**src/rtl/occupancy_light_ctrl.sv**
```systemverilog
// ---------------------------------------------------------------------------
// occupancy_light_ctrl
//
// Multi-zone occupancy lighting controller. Each zone switches its lamp on
// when motion is seen. After a programmable number of timebase ticks with no
// motion, the zone turns the lamp off. An optional pre-off warning phase lets
// the fixture dim or blink before switch-off. Per-zone force-on and force-off
// inputs override the automatic behaviour.
//
// Parameters
//   NUM_ZONES : number of independent zones (>=1)
//   PRESCALE  : clk cycles per timebase tick (>=1)
//   TIMER_W   : width of per-zone tick counter and timeout/warn_ticks
//
// Ports
//   clk            in   system clock, all state on rising edge
//   rst_n          in   asynchronous active-low reset
//   motion         in   per-zone motion level (already synchronised)
//   timeout        in   no-motion ticks before off (0 behaves as 1)
//   warn_ticks     in   warning phase length in ticks (0 = no warning)
//   force_on       in   per-zone manual hold-on
//   force_off      in   per-zone manual hold-off (highest priority)
//   light_on       out  per-zone lamp enable
//   warn           out  per-zone warning phase (dim/blink request)
//   any_on         out  OR of light_on
//   zone_state_dbg out  packed per-zone FSM state, zone z at [2z+1:2z]
//                       (00 OFF, 01 ON, 10 WARN)
//
// Handshake: there is none. All inputs are levels sampled on every rising
// edge, and every output is decoded directly from registered state. An input
// change is therefore visible on the outputs one clock later.
// ---------------------------------------------------------------------------
module occupancy_light_ctrl #(
  parameter int NUM_ZONES = 4,
  parameter int PRESCALE  = 60,
  parameter int TIMER_W   = 8
) (
  input  logic                   clk,
  input  logic                   rst_n,
  input  logic [NUM_ZONES-1:0]   motion,
  input  logic [TIMER_W-1:0]     timeout,
  input  logic [TIMER_W-1:0]     warn_ticks,
  input  logic [NUM_ZONES-1:0]   force_on,
  input  logic [NUM_ZONES-1:0]   force_off,
  output logic [NUM_ZONES-1:0]   light_on,
  output logic [NUM_ZONES-1:0]   warn,
  output logic                   any_on,
  output logic [2*NUM_ZONES-1:0] zone_state_dbg
);

  localparam logic [1:0] ST_OFF  = 2'd0;
  localparam logic [1:0] ST_ON   = 2'd1;
  localparam logic [1:0] ST_WARN = 2'd2;

  // A prescaler of 1 still needs a 1-bit register so the code stays uniform.
  localparam int             PS_W    = (PRESCALE > 1) ? $clog2(PRESCALE) : 1;
  localparam logic [PS_W-1:0] PS_MAX = PS_W'(PRESCALE - 1);
  localparam logic [TIMER_W-1:0] CNT_MAX = {TIMER_W{1'b1}};

  // ---------------------------------------------------------------------------
  // Shared timebase
  // ---------------------------------------------------------------------------
  logic [PS_W-1:0] ps_q, ps_d;
  logic            tick;

  always_comb begin
    tick = (ps_q == PS_MAX);
    ps_d = tick ? '0 : ps_q + 1'b1;
  end

  always_ff @(posedge clk or negedge rst_n) begin
    if (!rst_n) ps_q <= '0;
    else        ps_q <= ps_d;
  end

  // ---------------------------------------------------------------------------
  // Shared thresholds. A timeout of 0 is treated as 1, so a zone always stays
  // lit until at least one tick after motion stops. Warning only makes sense
  // when it is strictly shorter than the effective timeout.
  // ---------------------------------------------------------------------------
  logic [TIMER_W-1:0] t_eff;
  logic [TIMER_W-1:0] w_thr;
  logic               warn_en;

  always_comb begin
    t_eff   = (timeout == '0) ? TIMER_W'(1) : timeout;
    warn_en = (warn_ticks != '0) && (warn_ticks < t_eff);
    w_thr   = t_eff - warn_ticks;
  end

  // ---------------------------------------------------------------------------
  // Per-zone FSM and idle-tick counter
  // ---------------------------------------------------------------------------
  logic [1:0]         state_q [NUM_ZONES];
  logic [1:0]         state_d [NUM_ZONES];
  logic [TIMER_W-1:0] cnt_q   [NUM_ZONES];
  logic [TIMER_W-1:0] cnt_d   [NUM_ZONES];
  logic [TIMER_W-1:0] cnt_nxt [NUM_ZONES];

  always_comb begin
    for (int z = 0; z < NUM_ZONES; z++) begin
      state_d[z] = state_q[z];
      cnt_d[z]   = cnt_q[z];
      // Saturating increment. In practice the counter never reaches
      // CNT_MAX, because the zone turns off first, but the guard keeps a
      // wrap-around impossible.
      cnt_nxt[z] = (cnt_q[z] == CNT_MAX) ? cnt_q[z] : cnt_q[z] + 1'b1;

      if (force_off[z]) begin
        state_d[z] = ST_OFF;
        cnt_d[z]   = '0;
      end else if (force_on[z] || motion[z]) begin
        // Holding force_on keeps the counter at 0. When force_on is released,
        // a full timeout therefore starts from that point.
        state_d[z] = ST_ON;
        cnt_d[z]   = '0;
      end else if (tick && (state_q[z] != ST_OFF)) begin
        if (cnt_nxt[z] >= t_eff) begin
          // This branch also catches a timeout that was lowered below the
          // current count.
          state_d[z] = ST_OFF;
          cnt_d[z]   = '0;
        end else if (warn_en && (cnt_nxt[z] >= w_thr)) begin
          state_d[z] = ST_WARN;
          cnt_d[z]   = cnt_nxt[z];
        end else begin
          cnt_d[z]   = cnt_nxt[z];
        end
      end
    end
  end

  always_ff @(posedge clk or negedge rst_n) begin
    if (!rst_n) begin
      for (int z = 0; z < NUM_ZONES; z++) begin
        state_q[z] <= ST_OFF;
        cnt_q[z]   <= '0;
      end
    end else begin
      for (int z = 0; z < NUM_ZONES; z++) begin
        state_q[z] <= state_d[z];
        cnt_q[z]   <= cnt_d[z];
      end
    end
  end

  // ---------------------------------------------------------------------------
  // Outputs decoded from registered state. Because of this, an asynchronous
  // reset clears them immediately.
  // ---------------------------------------------------------------------------
  always_comb begin
    for (int z = 0; z < NUM_ZONES; z++) begin
      light_on[z]             = (state_q[z] != ST_OFF);
      warn[z]                 = (state_q[z] == ST_WARN);
      zone_state_dbg[2*z +: 2] = state_q[z];
    end
    any_on = |light_on;
  end

endmodule

```
**config.mk**
```make
export PLATFORM = sky130hd
export DESIGN_NAME = occupancy_light_ctrl
export DESIGN_NICKNAME = d
export VERILOG_FILES = /design/src/rtl/occupancy_light_ctrl.sv
export SDC_FILE = /design/constraint.sdc
export NUM_CORES = 1
export LEC_CHECK = 0
export ABC_AREA = 1
export CAP_MARGIN = 20
export CORE_AREA = 2 2 90 92
export CTS_CLUSTER_SIZE = 14
export DETAILED_ROUTE_END_ITERATION = 7
export DIE_AREA = 0 0 92 94
export PLACE_DENSITY_LB_ADDON = 0.12
export RECOVER_POWER = 100
export SYNTH_ARGS = -nofsm -noshare
export SYNTH_HDL_FRONTEND = slang
export SYNTH_SLANG_ARGS = --single-unit
```
**constraint.sdc**
```tcl
create_clock -name clk -period 4.1 [get_ports clk]
set_input_delay 1.025 -clock clk [delete_from_list [all_inputs] [get_ports clk]]
set_output_delay 1.025 -clock clk [all_outputs]
set_load 0.1 [all_outputs]
```
==> impl_metrics.csv, run 1 <==
group,metric,value,unit
global_route,grt.total_usage,28.1,%
floorplan,coreArea,7610,sq um
routing,top_layer,"met4",
hold_path,hold_start,"ps_q[0]",
synthesis,synth_adder_area_share,20.0,%
routing,m1WireLength,5060,um
critical_path,criticalPathCategory,"primary input to register",
sta,finalHoldViolCount,0,
floorplan,io_pins,47,
clock_network,cts_buffer_depth,2,
final_layout,diodes,0,
synthesis,syn_avg_cell_area,7.33,sq um
sta,final-setup-viol-count,0,
synthesis,synth_edf_count,0,
floorplan,start_util,61.3,%
clock_network,cts_buffers,5,
synthesis,seq_area_frac_synth,24.7,%
synthesis,synth_ff_type,"dfrtp_1",
clock_network,cts-resized-gates,0,
floorplan,die_x,92,um
global_route,grt_pass1_vias,4268,
sta,slew_viol_final,41,
critical_path,critPathMaxFanout,4,
sta,period_share,92.6,%
synthesis,synth_top_family_by_area,"simple AND/OR/NAND/NOR gates",
floorplan,num_rows,32,
synthesis,synth_xor_area_share,3.92,%
global_route,grt_pass1_wl,19400,um
power,cellLeakagePower,0.00279,uW
power,ir_drop,0.000135,V
sta,slew_headroom,-36.7,%
clock_network,cts_hold_buf,0,
sta,setup_tns,0,ns
final_layout,fin_cells,795,
critical_path,setup.worst_path.start,"timeout[4]",
synthesis,synthMuxAreaShare,0,%
synthesis,ys_ff_latch,46,
placed_design,gp_congestion,0.916,
final_layout,drive_gt1_share,6.93,%
synthesis,yosys_warnings,0,
sta,fmax,0.263,GHz
clock_network,cts-root-buf,"clkbuf_8",
outcome,violations,"max-capacitance violations, max-slew violations",
critical_path,r2r_start,"ps_q[0]",
sta,setup_ws,0.302,ns
clock_network,clk_pin_slew,0.09,ns
clock_network,post_cts_buffers,0,
synthesis,synth_cells,636,
power,cellPowerDensity,222,nW/um^2
synthesis,yosysUniqueCellTypes,45,
routing,drc,0,
routing,wl_met2,5420,um
clock_network,cts_tree,"done",
critical_path,cp-start-kind,"primary input",
final_layout,fin_nets,796,
routing,drt_first_pass_iters,5,
critical_path,worstSetupEndpointType,"register",
critical_path,worstPathRequired,4.36,ns
clock_network,cts.htree.levels,2,
routing,antenna_left,0,
routing,routed_wl,11200,um
sta,rsz0062_at_grt,"false",
placed_design,io_buffers,46,
synthesis,syn_nets,740,
hold_path,hold_class,"register to register",
outcome,status,"finished, violations left",
global_route,grt_max_degree,47,
routing,wl_met3,410,um
clock_network,cts.sinks,46,
flow_run,maxCapViolCount,2,
global_route,grt_overflow,0,
routing,first_iter_violations,209,
critical_path,arrival,4.06,ns
routing,vias_per_cell,5.43,
routing,wire_per_inst,14.1,um
sta,fin_skew,0.0100,ns
power,total_power,1180,uW
sta,fin_crit,3.80,ns
clock_network,insertion_delay,0.32,ns
synthesis,synth_compound_area_share,11.1,%
placed_design,dp_slack,-0.116,ns
synthesis,yosys.area_share.simple,29.3,%
floorplan,dieArea,8650,sq um
global_route,antenna_found_initial,0,
synthesis,syn_area,4660,sq um
placed_design,post-place-cells,786,
synthesis,synthArstFlopShare,100,%
routing,vias,4317,
final_layout,area_delta_synth_final,14.3,%
floorplan,die_h,94,um
sta,worst_pin_slew,2.03,ns
placed_design,dp_hpwl,8840,um
[cell families (layout without fill, tap and decap cells)]
| kind of cell | Yosys count | after routing |
|---|---|---|
| flip-flops | 46 | 46 |
| AND/OR/NAND/NOR | 278 | 278 |
| AO/OA/AOI/OAI | 94 | 94 |
| buffers and inverters | 124 | 181 |
| XOR/XNOR | 20 | 20 |
| adder cells (fa/ha/maj) | 74 | 74 |
[path summary, 6_finish.rpt]
kind                       slack, ns           endpoint  cells after the start
max                             0.30  zone_state_dbg[5]                     23
max reg2reg                     0.72  zone_state_dbg[0]                     10
min in group asynchronous       0.85          cnt_q[17]                      1
min                             0.46            ps_q[0]                      1
max in group asynchronous       1.24            ps_q[3]                      2
min reg2reg                     0.46            ps_q[0]                      1
[cell type report]
type                       instances  area, sq um
clock buffer                       5         68.8
clock inverter                     3         21.3
fill                             623         2280
inverter                         115          432
multi-input combinational        466         2990
sequential                        46         1150
tap                              102          128
timing repair buffer              58          537
[power by group]
part	total (uW)	switching [uW]	internal, uW
Sequential	469	7.83	461
Combinational	417	279	138
Clock	295	175	120
Total	1180	462	719
[per-stage QoR]
stage | instance area (sq um) | hold WS (ns) | utilization, %
3_3_place_gp | 5250 | 0.448 | 69.0
6_report | 5330 | 0.465 | 70.0
4_1_cts | 5340 | 0.470 | 70.2
5_1_grt | 5330 | 0.480 | 70.0
2_1_floorplan | 4660 | 0.433 | -
3_5_place_dp | 5250 | 0.457 | 69.0
[synth_stat cells, types with 4 or more instances]
cell type / count / area [sq um]
nand2_1: 130 / 488
ha_1: 73 / 913
nand2_2: 9 / 56.3
nor3_1: 7 / 35.0
nor4_1: 4 / 25.0
o21ai_0: 39 / 195
a21oi_1: 34 / 170
inv_1: 113 / 424
xor2_1: 14 / 123
nand3_1: 55 / 275
nor2_1: 40 / 150
o21a_1: 4 / 30.0
dfrtp_1: 46 / 1150
xnor2_1: 5 / 43.8
o21ai_1: 4 / 20.0
nand4_1: 7 / 43.8
[cells in the final DEF (no fill, tap or decap), drive strengths merged, types with 5 or more instances in the layout]
| cell | n |
|---|---|
| buf | 10 |
| a21oi | 35 |
| nand3 | 61 |
| xor2 | 15 |
| nor4 | 5 |
| clkbuf | 8 |
| nor2 | 43 |
| clkdlybuf4s50 | 28 |
| ha | 73 |
| dfrtp | 46 |
| nand2 | 141 |
| nand4 | 8 |
| o21ai | 43 |
| xnor2 | 5 |
| inv | 115 |
| nor3 | 10 |
| dlygate4sd3 | 17 |
[routing by layer]
layer,GRT usage [%],up-vias
li1,-,2190
met1,34.7,2010
met2,49.3,92
met3,4.25,25
met4,10.8,0
met5,0,-
[critical path: stages]
cell and delay (ns):
clkdlybuf4s50_1 0.50, inv_1 0.07, nand4_1 0.10, nor4_2 0.05
nor2_1 0.13, ha_1 0.16, inv_1 0.06, fa_1 0.41
xnor2_1 0.47, ha_1 0.33, nand2_1 0.07, nand2_1 0.05
nand2_1 0.05, nand2_1 0.04, nand2_1 0.05, nand3_1 0.06
nand2_1 0.06, nand2_1 0.04, nand2_1 0.06, nand2_1 0.07
nand2_1 0.08, nand2_1 0.07, nand2_1 0.05
[registers in the layout (all words and copies together) (netlist names)]
register / flops
ps_q: 6
cnt_q: 32
zone_state_dbg: 8
Power figures use the tool's default switching activity.
==> run 2, diff against run 1 <==
--- a/config.mk
+++ b/config.mk
@@ -7,10 +7,10 @@
 export LEC_CHECK = 0
 export ABC_AREA = 1
 export CAP_MARGIN = 20
-export CORE_AREA = 2 2 90 92
+export CORE_AREA = 2 2 119 121
 export CTS_CLUSTER_SIZE = 14
 export DETAILED_ROUTE_END_ITERATION = 7
-export DIE_AREA = 0 0 92 94
+export DIE_AREA = 0 0 121 123
 export PLACE_DENSITY_LB_ADDON = 0.12
 export RECOVER_POWER = 100
 export SYNTH_ARGS = -nofsm -noshare
==> run 2 against run 1 <==
  * The flow still finishes with violations (max-capacitance violations, max-slew violations)
  * Critical path depth is 1 higher
  * Core utilization is 29 points lower
  * Final area is 4.7% higher
  * Die area is 72% higher
  * Clock skew is 0.0049 ns lower
  * Clock-buffer cell count is 2 higher
  * Clock power is 42% higher
  * Final cell count is 11% higher
  * Global-route usage is 11 points lower
  * Largest power group unchanged
  * Highest routed layer unchanged
==> impl_metrics.csv, run 2 (same netlist as run 1, synthesis figures left out) <==
group,metric,value,unit
outcome,status,"finished, violations left",
outcome,violations,"max-capacitance violations, max-slew violations",
sta,period_share,91.2,%
floorplan,die_x,121,um
routing,drc,0,
power,ir_drop,0.000134,V
clock_network,cts_buffers,5,
sta,worst_pin_slew,2.07,ns
critical_path,criticalPathCategory,"primary input to register",
placed_design,dp_hpwl,9750,um
global_route,top_usage_layer,"met2",
critical_path,worstSetupEndpointType,"register",
critical_path,r2r_cells,10,
clock_network,cts.htree.levels,2,
global_route,grtUsageMet1,22.5,%
routing,routed_wl,12100,um
sta,fin_skew,0.00511,ns
global_route,grt_overflow,0,
final_layout,diodes,0,
global_route,grt_pass1_vias,4120,
power,total_power,1320,uW
sta,slew_headroom,-39.0,%
routing,first_iter_violations,305,
critical_path,r2r_start,"ps_q[0]",
clock_network,post_cts_buffers,0,
critical_path,reg2reg_to,"zone_state_dbg[0]",
critical_path,cp-start-kind,"primary input",
final_layout,final_util,41.0,%
floorplan,die_h,123,um
power,cellPowerDensity,237,nW/um^2
placed_design,io_buffers,46,
critical_path,endpoint,"zone_state_dbg[5]",
global_route,met2_usage,29.2,%
final_layout,drive_gt1_share,8.52,%
routing,wire_per_inst,13.6,um
floorplan,io_pins,47,
sta,setup_ws,0.362,ns
final_layout,area_delta_synth_final,19.6,%
critical_path,r2r_slack,0.76,ns
hold_path,hold_start,"ps_q[0]",
sta,final-setup-viol-count,0,
clock_network,cts_tree,"done",
floorplan,coreArea,13600,sq um
critical_path,setup.worst_path.start,"timeout[3]",
power,cellLeakagePower,0.00288,uW
global_route,grt_max_degree,29,
routing,drt_first_pass_iters,4,
global_route,grt_use_met3,3.51,%
clock_network,cts_buffer_depth,2,
routing,antenna_left,0,
clock_network,clk_pin_slew,0.06,ns
floorplan,num_rows,43,
placed_design,dp_slack,-0.142,ns
final_layout,largest_register,"cnt_q",
final_layout,layout_common_cells,"133 x nand2_1, 114 x inv_1, 73 x ha_1, 55 x nand3_1, 46 x dfrtp_1",
clock_network,cts.sinks,46,
placed_design,gp_congestion,0.800,
floorplan,start_util,34.2,%
routing,vias_per_cell,4.72,
floorplan,dieArea,14900,sq um
sta,slew_viol_final,39,
final_layout,final_common_cell,"nand2_1",
critical_path,critPathMaxFanout,4,
hold_path,hold_class,"register to register",
routing,vias,4174,
sta,finalHoldViolCount,0,
sta,rsz0062_at_grt,"false",
clock_network,cts-root-buf,"clkbuf_16",
global_route,antenna_found_initial,0,
critical_path,worstPathRequired,4.34,ns
global_route,grt.total_usage,17.5,%
final_layout,fin_nets,807,
sta,hold_slack,0.467,ns
flow_run,maxCapViolCount,2,
sta,fmax,0.268,GHz
sta,fin_crit,3.74,ns
clock_network,insertion_delay,0.30,ns
critical_path,arrival,3.97,ns
global_route,grt_pass1_wl,20100,um
final_layout,largest_reg_flops,32,
run 2: repair_timing:
item	in CTS	in global routing
hold buffers	0	0
setup endpoints to repair	0	8
resized for setup	0	2
run 2: how the worst min path moves through the flow:
stage | end | slack (ns) | cells past startpoint
2_1_floorplan | ps_q[0] | 0.43 | 1
3_3_place_gp | ps_q[0] | 0.45 | 1
3_5_place_dp | ps_q[0] | 0.46 | 1
4_1_cts | ps_q[0] | 0.47 | 1
5_1_grt | ps_q[0] | 0.49 | 1
6_report | ps_q[0] | 0.47 | 1
run 2: layer usage:
layer	wire length [um]	up-vias
li1	-	2211
met1	5680	1899
met2	5740	51
met3	439	13
met4	197	0
met5	0	-
run 2: layout make-up:
cell class,count,area (sq um)
fill,1415,8040
multi-input combinational,466,3000
sequential,46,1150
timing repair buffer,69,623
inverter,115,432
tap,180,225
clock buffer,7,143
clock inverter,1,5.00
run 2: stage by stage:
stage | area, sq um | std cells | TNS (ns)
final | 5570 | 884 | 0
after global routing | 5570 | 884 | 0
after CTS | 5590 | 884 | 0
after detailed placement | 5440 | 876 | -0.871
after global placement | 5440 | 876 | -0.269
after floorplan | 4660 | 636 | 0
run 2: worst max-delay path, cell delays in order:
cell and delay [ns]:
clkdlybuf4s50_1 0.49, inv_1 0.06, nand4_1 0.12, nor4_1 0.06
nor2_1 0.13, ha_1 0.16, inv_1 0.06, nand3_1 0.06
nand2_1 0.07, a21oi_1 0.13, o21bai_1 0.09, a21o_1 0.17
a21oi_1 0.21, xor2_2 0.35, ha_1 0.30, inv_1 0.05
nor2_1 0.04, nand2_1 0.06, nand2_1 0.04, nand2_1 0.05
nand2_1 0.06, nand2_1 0.08, nand2_1 0.06, nand2_1 0.06
run 2: power by group:
group | switching, uW | total [uW] | internal [uW]
clock | 178 | 420 | 242
sequential | 7.63 | 469 | 462
combinational | 283 | 432 | 149
==> run 3, diff against run 2 <==
--- a/config.mk
+++ b/config.mk
@@ -7,12 +7,13 @@
 export LEC_CHECK = 0
 export ABC_AREA = 1
 export CAP_MARGIN = 20
-export CORE_AREA = 2 2 119 121
+export CORE_AREA = 2 2 91 158
 export CTS_CLUSTER_SIZE = 14
 export DETAILED_ROUTE_END_ITERATION = 7
-export DIE_AREA = 0 0 121 123
+export DIE_AREA = 0 0 93 160
 export PLACE_DENSITY_LB_ADDON = 0.12
 export RECOVER_POWER = 100
+export SLEW_MARGIN = 10
 export SYNTH_ARGS = -nofsm -noshare
 export SYNTH_HDL_FRONTEND = slang
 export SYNTH_SLANG_ARGS = --single-unit
==> constraint.sdc (replaced) <==
create_clock -name clk -period 3.8 [get_ports clk]
set_input_delay 0.95 -clock clk [delete_from_list [all_inputs] [get_ports clk]]
set_output_delay 0.95 -clock clk [all_outputs]
set_load 0.1 [all_outputs]
==> run 3 against run 2 <==
  * Die area about the same
  * The run still ends with max-capacitance violations, max-slew violations left
  * Sequential share of layout area decreased by 0.33 points
  * First-iteration DRC count decreased by 49%
  * Clock-buffer cell count decreased by 2
  * Global-route usage increased by 0.78 points
  * Wire length increased by 8.8%
  * Flip-flop and latch count unchanged
  * Power increased by 16%
  * Via count increased by 4.4%
  * Sequential power increased by 7.9%
  * Clock skew increased by 0.00060 ns
  * Final area increased by 1.6%
==> impl_metrics.csv, run 3 (same netlist as run 1, synthesis figures left out) <==
group,metric,value,unit
routing,first_iter_violations,155,
routing,routed_wl,13100,um
critical_path,arrival,3.80,ns
placed_design,io_buffers,46,
floorplan,die_x,93,um
critical_path,critPathMaxFanout,3,
critical_path,cp-start-kind,"primary input",
power,cellPowerDensity,270,nW/um^2
floorplan,io_pins,47,
sta,final-setup-viol-count,0,
placed_design,post-place-cells,876,
power,ir_drop,0.000156,V
hold_path,hold_depth,1,
sta,slew_viol_final,39,
floorplan,num_rows,57,
routing,wl_met2,7300,um
final_layout,largest_register,"cnt_q",
critical_path,r2r_cells,9,
floorplan,dieArea,14900,sq um
placed_design,dp_hpwl,10700,um
clock_network,cts_buffer_depth,2,
final_layout,fin_cells,886,
sta,fmax,0.277,GHz
routing,antenna_left,0,
clock_network,cts_tree,"done",
sta,worst_pin_slew,2.01,ns
final_layout,area_delta_synth_final,21.5,%
critical_path,criticalPathCategory,"primary input to register",
floorplan,start_util,34.0,%
final_layout,final_common_cell,"nand2_1",
sta,setup_tns,0,ns
global_route,grt.total_usage,18.3,%
sta,setup_ws,0.195,ns
clock_network,cts-root-buf,"clkbuf_16",
hold_path,hold_class,"register to register",
final_layout,diodes,0,
global_route,grt_pass1_vias,4505,
floorplan,die_h,160,um
final_layout,drive_gt1_share,11.6,%
routing,vias_per_cell,4.92,
global_route,grt_overflow,0,
sta,finalHoldViolCount,0,
power,cellLeakagePower,0.00292,uW
critical_path,worstSetupEndpointType,"register",
routing,top_layer,"met4",
final_layout,fin_nets,812,
global_route,grt_pass1_wl,21500,um
outcome,violations,"max-capacitance violations, max-slew violations",
sta,hold_slack,0.463,ns
sta,slew_headroom,-35.3,%
placed_design,gp_congestion,0.852,
clock_network,cts.htree.levels,2,
clock_network,cts_buffers,5,
final_layout,largest_reg_flops,32,
final_layout,final_util,41.4,%
routing,drc,0,
global_route,grt_max_degree,29,
global_route,antenna_found_initial,0,
routing,drt_first_pass_iters,4,
clock_network,insertion_delay,0.30,ns
outcome,status,"finished, violations left",
placed_design,dp_slack,-0.552,ns
sta,fin_crit,3.60,ns
floorplan,coreArea,13700,sq um
sta,fin_skew,0.00570,ns
flow_run,maxCapViolCount,2,
routing,wl_met3,348,um
critical_path,worstPathRequired,3.99,ns
final_layout,layout_common_cells,"127 x nand2_1, 110 x inv_1, 70 x ha_1, 55 x nand3_1, 46 x dfrtp_1",
routing,wire_per_inst,14.8,um
clock_network,clk_pin_slew,0.07,ns
routing,vias,4359,
clock_network,cts.sinks,46,
sta,period_share,94.9,%
routing,m1WireLength,5130,um
==> run 3: worst max-delay path, cell delays in order <==
cell,delay [ns]
dlygate4sd2_1,0.28
inv_1,0.08
nand4_1,0.16
nor4_4,0.23
nor2_1,0.11
ha_2,0.18
inv_2,0.06
nand3_1,0.08
nand2_2,0.09
a21oi_1,0.08
o21bai_1,0.18
buf_4,0.15
xnor2_2,0.07
buf_6,0.15
ha_1,0.29
nand2_1,0.06
inv_1,0.05
nand2_1,0.06
nand3_1,0.07
nand2_1,0.05
nand2_1,0.05
nand2_1,0.05
nand2_1,0.08
nand2_1,0.07
nand2_1,0.08
nand2_1,0.05
==> run 3: where the power goes <==
part           switching [uW]  total (uW)  internal [uW]
registers                8.80         506            498
clock network             206         518            312
logic                     324         507            182
total                     539        1530            992
==> run 3: cell type report <==
| type | count | area [sq um] |
|---|---|---|
| Sequential cell | 46 | 1150 |
| Inverter | 115 | 432 |
| Timing Repair Buffer | 74 | 627 |
| Clock inverter | 3 | 43.8 |
| Clock buffer | 5 | 125 |
| Tap cell | 177 | 221 |
| Fill cell | 1479 | 8030 |
| Multi-Input combinational cell | 466 | 3060 |
==> run 3: timing repair <==
item	in CTS	in global routing
buffers inserted	1	1
gates resized for setup	9	18
pin swaps	5	6
setup endpoints to repair	8	8
hold buffers	0	0
cloned	0	0
==> run 3: metrics by stage <==
step / area, sq um / total power, uW
6_report: 5660 / 1530
3_5_place_dp: 5440 / 1010
4_1_cts: 5630 / 1540
2_1_floorplan: 4660 / 820
3_3_place_gp: 5440 / 998
5_1_grt: 5660 / 1620
==> run 3: final timing paths <==
path / startpoint / to / slack (ns)
setup / recovery: timeout[2] / zone_state_dbg[4] / 0.20
min in group asynchronous: rst_n / cnt_q[0] / 0.86
max in group asynchronous: rst_n / zone_state_dbg[1] / 0.93
setup reg to reg: ps_q[0] / cnt_q[8] / 0.54
hold / removal: ps_q[0] / ps_q[0] / 0.46
hold reg to reg: ps_q[0] / ps_q[0] / 0.46
==> run 3: layer usage <==
layer | global-route usage (%) | vias to the layer above
li1 | - | 2225
met1 | 19.6 | 2041
met2 | 35.9 | 73
met3 | 2.12 | 20
met4 | 5.88 | 0
met5 | 0 | -
